===== config.mk =====
export PLATFORM = sky130hd
export DESIGN_NAME = wb_load_store_unit
export DESIGN_NICKNAME = d
export VERILOG_FILES = /design/src/rtl/lsu_pkg.sv /design/src/rtl/lsu_lane_align.sv /design/src/rtl/wb_load_store_unit.sv
export SDC_FILE = /design/constraint.sdc
export NUM_CORES = 1
export LEC_CHECK = 0
export ABC_AREA = 1
export CORE_MARGIN = 2
export CORE_UTILIZATION = 25
export DETAILED_ROUTE_END_ITERATION = 12
export GPL_TIMING_DRIVEN = 0
export HOLD_SLACK_MARGIN = 0.15
export SLEW_MARGIN = 20
export SYNTH_ARGS = -nofsm -noshare
export SYNTH_HDL_FRONTEND = slang
export SYNTH_SLANG_ARGS = --single-unit

===== constraint.sdc =====
create_clock -name i_clk -period 2.23 [get_ports i_clk]
set_input_delay 0.446 -clock i_clk [delete_from_list [all_inputs] [get_ports i_clk]]
set_output_delay 0.446 -clock i_clk [all_outputs]
set_load 0.02 [all_outputs]

===== src/rtl/lsu_pkg.sv =====
// Shared definitions for the Wishbone load/store unit and its lane aligner.
//   - RV32I load/store funct3 codes
//   - FSM state encoding
//   - full byte-lane select constant and a funct3 legality helper
package lsu_pkg;

  localparam logic [2:0] F3_B  = 3'd0;
  localparam logic [2:0] F3_H  = 3'd1;
  localparam logic [2:0] F3_W  = 3'd2;
  localparam logic [2:0] F3_BU = 3'd4;
  localparam logic [2:0] F3_HU = 3'd5;

  localparam logic [3:0] WB_SEL_ALL = 4'b1111;

  typedef enum logic [1:0] {
    ST_IDLE,
    ST_STROBE,
    ST_WAIT_ACK,
    ST_DONE
  } state_t;

  // Stores only have signed-width encodings; loads add the unsigned forms.
  function automatic logic funct3_legal(input logic we, input logic [2:0] funct3);
    if (we) return (funct3 == F3_B) || (funct3 == F3_H) || (funct3 == F3_W);
    return (funct3 == F3_B) || (funct3 == F3_H) || (funct3 == F3_W) ||
           (funct3 == F3_BU) || (funct3 == F3_HU);
  endfunction

endpackage


===== src/rtl/lsu_lane_align.sv =====
// Combinational byte-lane helper for a 32-bit Wishbone master.
//   funct3        : RV32I width/sign code
//   addr          : byte offset within the word (addr[1:0])
//   wdata         : right-justified store data
//   rdata         : raw word returned by the slave
//   sel           : byte-lane enables
//   aligned_wdata : store data replicated onto every lane of its width
//   ext_rdata     : selected byte/half, sign- or zero-extended
//   misaligned    : half not on a half boundary, or word not on a word boundary
module lsu_lane_align
  import lsu_pkg::*;
(
  input  logic [2:0]  funct3,
  input  logic [1:0]  addr,
  input  logic [31:0] wdata,
  input  logic [31:0] rdata,
  output logic [3:0]  sel,
  output logic [31:0] aligned_wdata,
  output logic [31:0] ext_rdata,
  output logic        misaligned
);

  logic [7:0]  rd_byte;
  logic [15:0] rd_half;

  always_comb begin
    rd_byte = rdata[{addr, 3'b000} +: 8];
    rd_half = addr[1] ? rdata[31:16] : rdata[15:0];
  end

  always_comb begin
    sel           = WB_SEL_ALL;
    aligned_wdata = wdata;
    misaligned    = 1'b0;
    case (funct3[1:0])
      2'd0: begin
        sel           = 4'b0001 << addr;
        aligned_wdata = {4{wdata[7:0]}};
      end
      2'd1: begin
        sel           = 4'b0011 << addr;
        aligned_wdata = {2{wdata[15:0]}};
        misaligned    = addr[0];
      end
      default: begin
        sel           = WB_SEL_ALL;
        aligned_wdata = wdata;
        misaligned    = (addr != 2'b00);
      end
    endcase
  end

  always_comb begin
    ext_rdata = rdata;
    case (funct3)
      F3_B:    ext_rdata = {{24{rd_byte[7]}}, rd_byte};
      F3_BU:   ext_rdata = {24'd0, rd_byte};
      F3_H:    ext_rdata = {{16{rd_half[15]}}, rd_half};
      F3_HU:   ext_rdata = {16'd0, rd_half};
      default: ext_rdata = rdata;
    endcase
  end

endmodule


===== src/rtl/wb_load_store_unit.sv =====
// Wishbone classic-pipelined master for RV32I loads and stores.
//   i_req/i_we/i_funct3/i_addr/i_wdata : CPU request, sampled in IDLE only
//   o_busy/o_done/o_err/o_rdata        : CPU status; o_done is a one-cycle pulse
//   o_wb_* / i_wb_*                    : Wishbone master interface
// One request becomes one bus transaction; illegal or misaligned requests
// complete with o_err without touching the bus. All outputs are registered.
module wb_load_store_unit
  import lsu_pkg::*;
#(
  parameter int ADDR_WIDTH  = 32,
  parameter int ACK_TIMEOUT = 16
) (
  input  logic                  i_clk,
  input  logic                  i_rst_n,
  input  logic                  i_req,
  input  logic                  i_we,
  input  logic [2:0]            i_funct3,
  input  logic [ADDR_WIDTH-1:0] i_addr,
  input  logic [31:0]           i_wdata,
  output logic                  o_busy,
  output logic                  o_done,
  output logic                  o_err,
  output logic [31:0]           o_rdata,
  output logic                  o_wb_cyc,
  output logic                  o_wb_stb,
  output logic                  o_wb_we,
  output logic [ADDR_WIDTH-1:0] o_wb_addr,
  output logic [31:0]           o_wb_data,
  output logic [3:0]            o_wb_sel,
  input  logic                  i_wb_ack,
  input  logic                  i_wb_stall,
  input  logic [31:0]           i_wb_data
);

  localparam int CW = (ACK_TIMEOUT > 2) ? $clog2(ACK_TIMEOUT) : 1;
  localparam logic [CW-1:0] TIMEOUT_LAST = CW'(ACK_TIMEOUT - 1);

  state_t        state;
  logic          we_q;
  logic [2:0]    funct3_q;
  logic [1:0]    addr_lo_q;
  logic          first_stb;
  logic          err_q;
  logic [CW-1:0] count;
  logic [31:0]   word_q;

  logic [2:0]    lane_funct3;
  logic [1:0]    lane_addr;
  logic [3:0]    lane_sel;
  logic [31:0]   lane_wdata;
  logic [31:0]   lane_rdata;
  logic          lane_misaligned;
  logic          req_ok;

  // The aligner serves the incoming request in IDLE and the latched request
  // (for load extraction) everywhere else.
  always_comb begin
    lane_funct3 = (state == ST_IDLE) ? i_funct3     : funct3_q;
    lane_addr   = (state == ST_IDLE) ? i_addr[1:0]  : addr_lo_q;
    req_ok      = funct3_legal(i_we, i_funct3) && !lane_misaligned;
  end

  lsu_lane_align u_lane_align (
    .funct3        (lane_funct3),
    .addr          (lane_addr),
    .wdata         (i_wdata),
    .rdata         (word_q),
    .sel           (lane_sel),
    .aligned_wdata (lane_wdata),
    .ext_rdata     (lane_rdata),
    .misaligned    (lane_misaligned)
  );

  always_ff @(posedge i_clk or negedge i_rst_n) begin
    if (!i_rst_n) begin
      state     <= ST_IDLE;
      we_q      <= 1'b0;
      funct3_q  <= '0;
      addr_lo_q <= '0;
      first_stb <= 1'b0;
      err_q     <= 1'b0;
      count     <= '0;
      word_q    <= '0;
      o_busy    <= 1'b0;
      o_done    <= 1'b0;
      o_err     <= 1'b0;
      o_rdata   <= '0;
      o_wb_cyc  <= 1'b0;
      o_wb_stb  <= 1'b0;
      o_wb_we   <= 1'b0;
      o_wb_addr <= '0;
      o_wb_data <= '0;
      o_wb_sel  <= '0;
    end else begin
      o_done <= 1'b0;
      o_err  <= 1'b0;
      case (state)
        ST_IDLE: begin
          if (i_req) begin
            o_busy    <= 1'b1;
            we_q      <= i_we;
            funct3_q  <= i_funct3;
            addr_lo_q <= i_addr[1:0];
            if (req_ok) begin
              err_q     <= 1'b0;
              first_stb <= 1'b1;
              o_wb_cyc  <= 1'b1;
              o_wb_stb  <= 1'b1;
              o_wb_we   <= i_we;
              o_wb_addr <= {i_addr[ADDR_WIDTH-1:2], 2'b00};
              o_wb_sel  <= lane_sel;
              o_wb_data <= lane_wdata;
              state     <= ST_STROBE;
            end else begin
              err_q <= 1'b1;
              state <= ST_DONE;
            end
          end
        end
        ST_STROBE: begin
          first_stb <= 1'b0;
          // An ack seen in the first strobe cycle is left over from the
          // previous transaction and must not complete this one.
          if (!first_stb && i_wb_ack) begin
            word_q   <= i_wb_data;
            o_wb_cyc <= 1'b0;
            o_wb_stb <= 1'b0;
            state    <= ST_DONE;
          end else if (!i_wb_stall) begin
            o_wb_stb <= 1'b0;
            count    <= '0;
            state    <= ST_WAIT_ACK;
          end
        end
        ST_WAIT_ACK: begin
          if (i_wb_ack) begin
            word_q   <= i_wb_data;
            o_wb_cyc <= 1'b0;
            count    <= '0;
            state    <= ST_DONE;
          end else if (count == TIMEOUT_LAST) begin
            o_wb_cyc <= 1'b0;
            o_wb_stb <= 1'b0;
            err_q    <= 1'b1;
            count    <= '0;
            state    <= ST_DONE;
          end else begin
            count <= count + 1'b1;
          end
        end
        ST_DONE: begin
          o_done <= 1'b1;
          o_err  <= err_q;
          o_busy <= 1'b0;
          if (!we_q && !err_q) o_rdata <= lane_rdata;
          state <= ST_IDLE;
        end
        default: state <= ST_IDLE;
      endcase
    end
  end

endmodule


==> results.toml <==
[critical_path]
cp_slowest_cell = "dfrtp_1"
cp.arrival_ns = 2.39
cp_top_family = "simple AND/OR/NAND/NOR gates"
worst_setup_path_end_kind = "flop"
startpoint_type = "flop"
crit_chain = "inv_2, ha_4, buf_4, nand2_1, nand2_1, nand3_2, nand3_4, nor2_4, inv_4, buf_8, buf_6, nand2_1, nand2_1"
r2r_start = "state[1]"
required_ns = 2.54
path_class = "reg2reg"
crit_top_cell = "nand2_1"
cpPeakStageDelay_ns = 0.42
crit_path_max_fanout = 10
worst-path-buf-inv = 5
crit_start = "state[1]"

[detailed_routing]
wl_met3_microns = 1840
wire_per_inst_microns = 16.0
vias = 6551
postRouteAntennaNets = 0
highest_layer = "met5"
drcViolationCount = 0
wl_met2_microns = 11100
vias_per_cell = 4.38
first_pass_iters = 4
drt_iter0_markers = 500
routed_wl_microns = 23900
wl_met1_microns = 10600

[synthesis]
yosys.area_share.simple_pct = 25.8
synth_top_family_by_area = "simple AND/OR/NAND/NOR gates"
synthCells = 869
synth_xor_area_share_pct = 0
synth-compound-area-share_pct = 9.63
async_reset_ff_share_pct = 100
ys_seq_area_share_pct = 53.5
synth_mux_area_share_pct = 2.73
synth-seq-cells = 150
synth-edff-count = 0
synthFlopType = "dfrtp_1"
ys_types = 29
synth-adder-area-share_pct = 0.892
avgSynthCellArea_sq_um = 8.07
yosysWarnings = 0
syn_area_sq_um = 7020

[run_status]
status = "completed"

[clocking]
cts_tree = "built"
ctsHtreeMaxLevel = 4
clock-root-buffer = "clkbuf_16"
cts.sinks = 150
numCtsBuffers = 17
clkLatencyLatePin_ns = 0.43
clock_path_buffers = 2
cts.clk_slew.worst_paths_ns = 0.07

[grt]
grt_usage_pct = 16.2
grt_pass1_wl_microns = 36000
grt_max_degree = 94
gr-total-overflow = 0
grt_pass1_vias = 6501
antenna_found_initial = 2

[layout]
synthToLayoutAreaGrowth_pct = 47.8
final_common_cell = "nand2_1"
drive_gt1_share_pct = 11.7
nets = 1212
final_cell_mix = "nand2_1, clkdlybuf4s50_1, dfrtp_1"

[hold_path]
min_from = "o_wb_addr[7]"
hold_path.class = "reg2reg"

[timing]
fin_hold_ws_ns = 0.468
clock.fmax_ghz = 0.482
fin_skew_ns = 0.0145
final-hold-violation-count = 0
finalMaxSlewViolations = 0
worstMarginPinSlew_ns = 0.534
period_share_pct = 93.1
finalCriticalPeriod_ns = 2.08
slew_headroom_pct = 64.4
setup_viol = 0
setup_tns_ns = 0

[floorplan]
rows = 61
die_w_microns = 172
die_h_microns = 172
io_pins = 211
initial_core_util_pct = 25.3
core_area_sq_um = 27700
die_area_sq_um = 29400

[placed_design]
gp_congestion = 0.823
io_buffers = 208
post-dp-hpwl_microns = 17500

[flow_run]
drv_cap = 0

[power_and_ir_drop]
ir_drop_uv = 676
power_density_nw_per_um2 = 1560
p_leak_nw = 4.97
report_power, final:
| group | internal [W] | switching (W) |
|---|---|---|
| clock network | 0.00172 | 0.00125 |
| registers | 0.00400 | 0.000760 |
| logic | 0.00348 | 0.00497 |
layout make-up:
type | count | area [sq um]
sequential | 150 | 3750
fill | 2890 | 17300
timing repair buffer | 214 | 2150
tap | 378 | 473
clock inverter | 13 | 148
antenna | 1 | 2.50
clock buffer | 19 | 453
multi-input combinational | 603 | 2830
inverter | 73 | 280
buffer | 43 | 278
synth_stat cells, types with 4 or more instances:
cell	instances	area share [%]
buf_4	6	0.64
buf_2	21	1.5
inv_2	4	0.21
mux2_2	17	2.7
nor3_1	6	0.43
nor2_1	41	2.2
nand2_1	336	18
nand2_2	4	0.36
a21oi_1	58	4.1
buf_6	4	0.64
o21ai_0	55	3.9
inv_1	68	3.6
clkbuf_1	13	0.70
o21ai_1	9	0.64
dfrtp_1	150	53
nand3_1	37	2.6
or2_2	16	1.4
a31oi_1	6	0.54
ha_1	5	0.89
registers in the layout, summed over array words and instances, names as in the netlist, 2 cells and up:
register   flops
o_wb_sel       4
count          4
o_wb_data     32
word_q        32
o_wb_addr     30
o_rdata       32
state          2
funct3_q       3
addr_lo_q      2
worst register-to-register path: cells and delay by family (launching register included):
family,cells,cell delay (ns)
adder cells (fa/ha/maj),1,0.18
buffers and inverters,5,0.64
flip-flops,1,0.42
AND/OR/NAND/NOR,7,0.71
through the flow:
stage	setup slack, ns	power [W]	std cells	instance area, sq um	utilization (%)
5_1_grt	-0.0170	0.0174	1493	10400	37.4
6_report	0.154	0.0162	1494	10400	37.4
3_5_place_dp	-0.350	0.0130	1457	9610	34.7
2_1_floorplan	0.385	0.00939	870	7020	-
3_3_place_gp	-5.83	0.0128	1456	9580	34.6
4_1_cts	0.0126	0.0161	1493	10300	37.1
repair_timing:
action                                  4_1_cts  5_1_grt
setup buffers                                 3        1
pin swaps                                     1        2
endpoints found under the setup margin       88      111
resized for setup                            15       26
hold buffers                                  1        0
endpoints found under the hold margin        57        0
path summary, 6_finish.rpt:
check / depth (start not counted) / slack [ns] / to
worst max-delay path: 13 / 0.15 / o_wb_addr[10]
worst min-delay path: 2 / 0.47 / o_wb_addr[7]
worst max register to register: 13 / 0.15 / o_wb_addr[10]
worst min register to register: 2 / 0.47 / o_wb_addr[7]
max in group asynchronous: 3 / 0.82 / o_wb_addr[5]
min in group asynchronous: 2 / 0.54 / o_rdata[22]
logic make-up after synthesis:
family                   count (synthesis)
AO/OA/AOI/OAI                          132
AND/OR/NAND/NOR                        447
other                                    1
buffers and inverters                  117
flip-flops                             150
multiplexers                            17
adder cells (fa/ha/maj)                  5
routing by layer:
metal / up-vias / track usage, %
li1: 3207 / -
met1: 3088 / 20.3
met2: 228 / 27.1
met3: 26 / 5.13
met4: 2 / 3.68
met5: - / 0
Power figures use the tool's default switching activity.
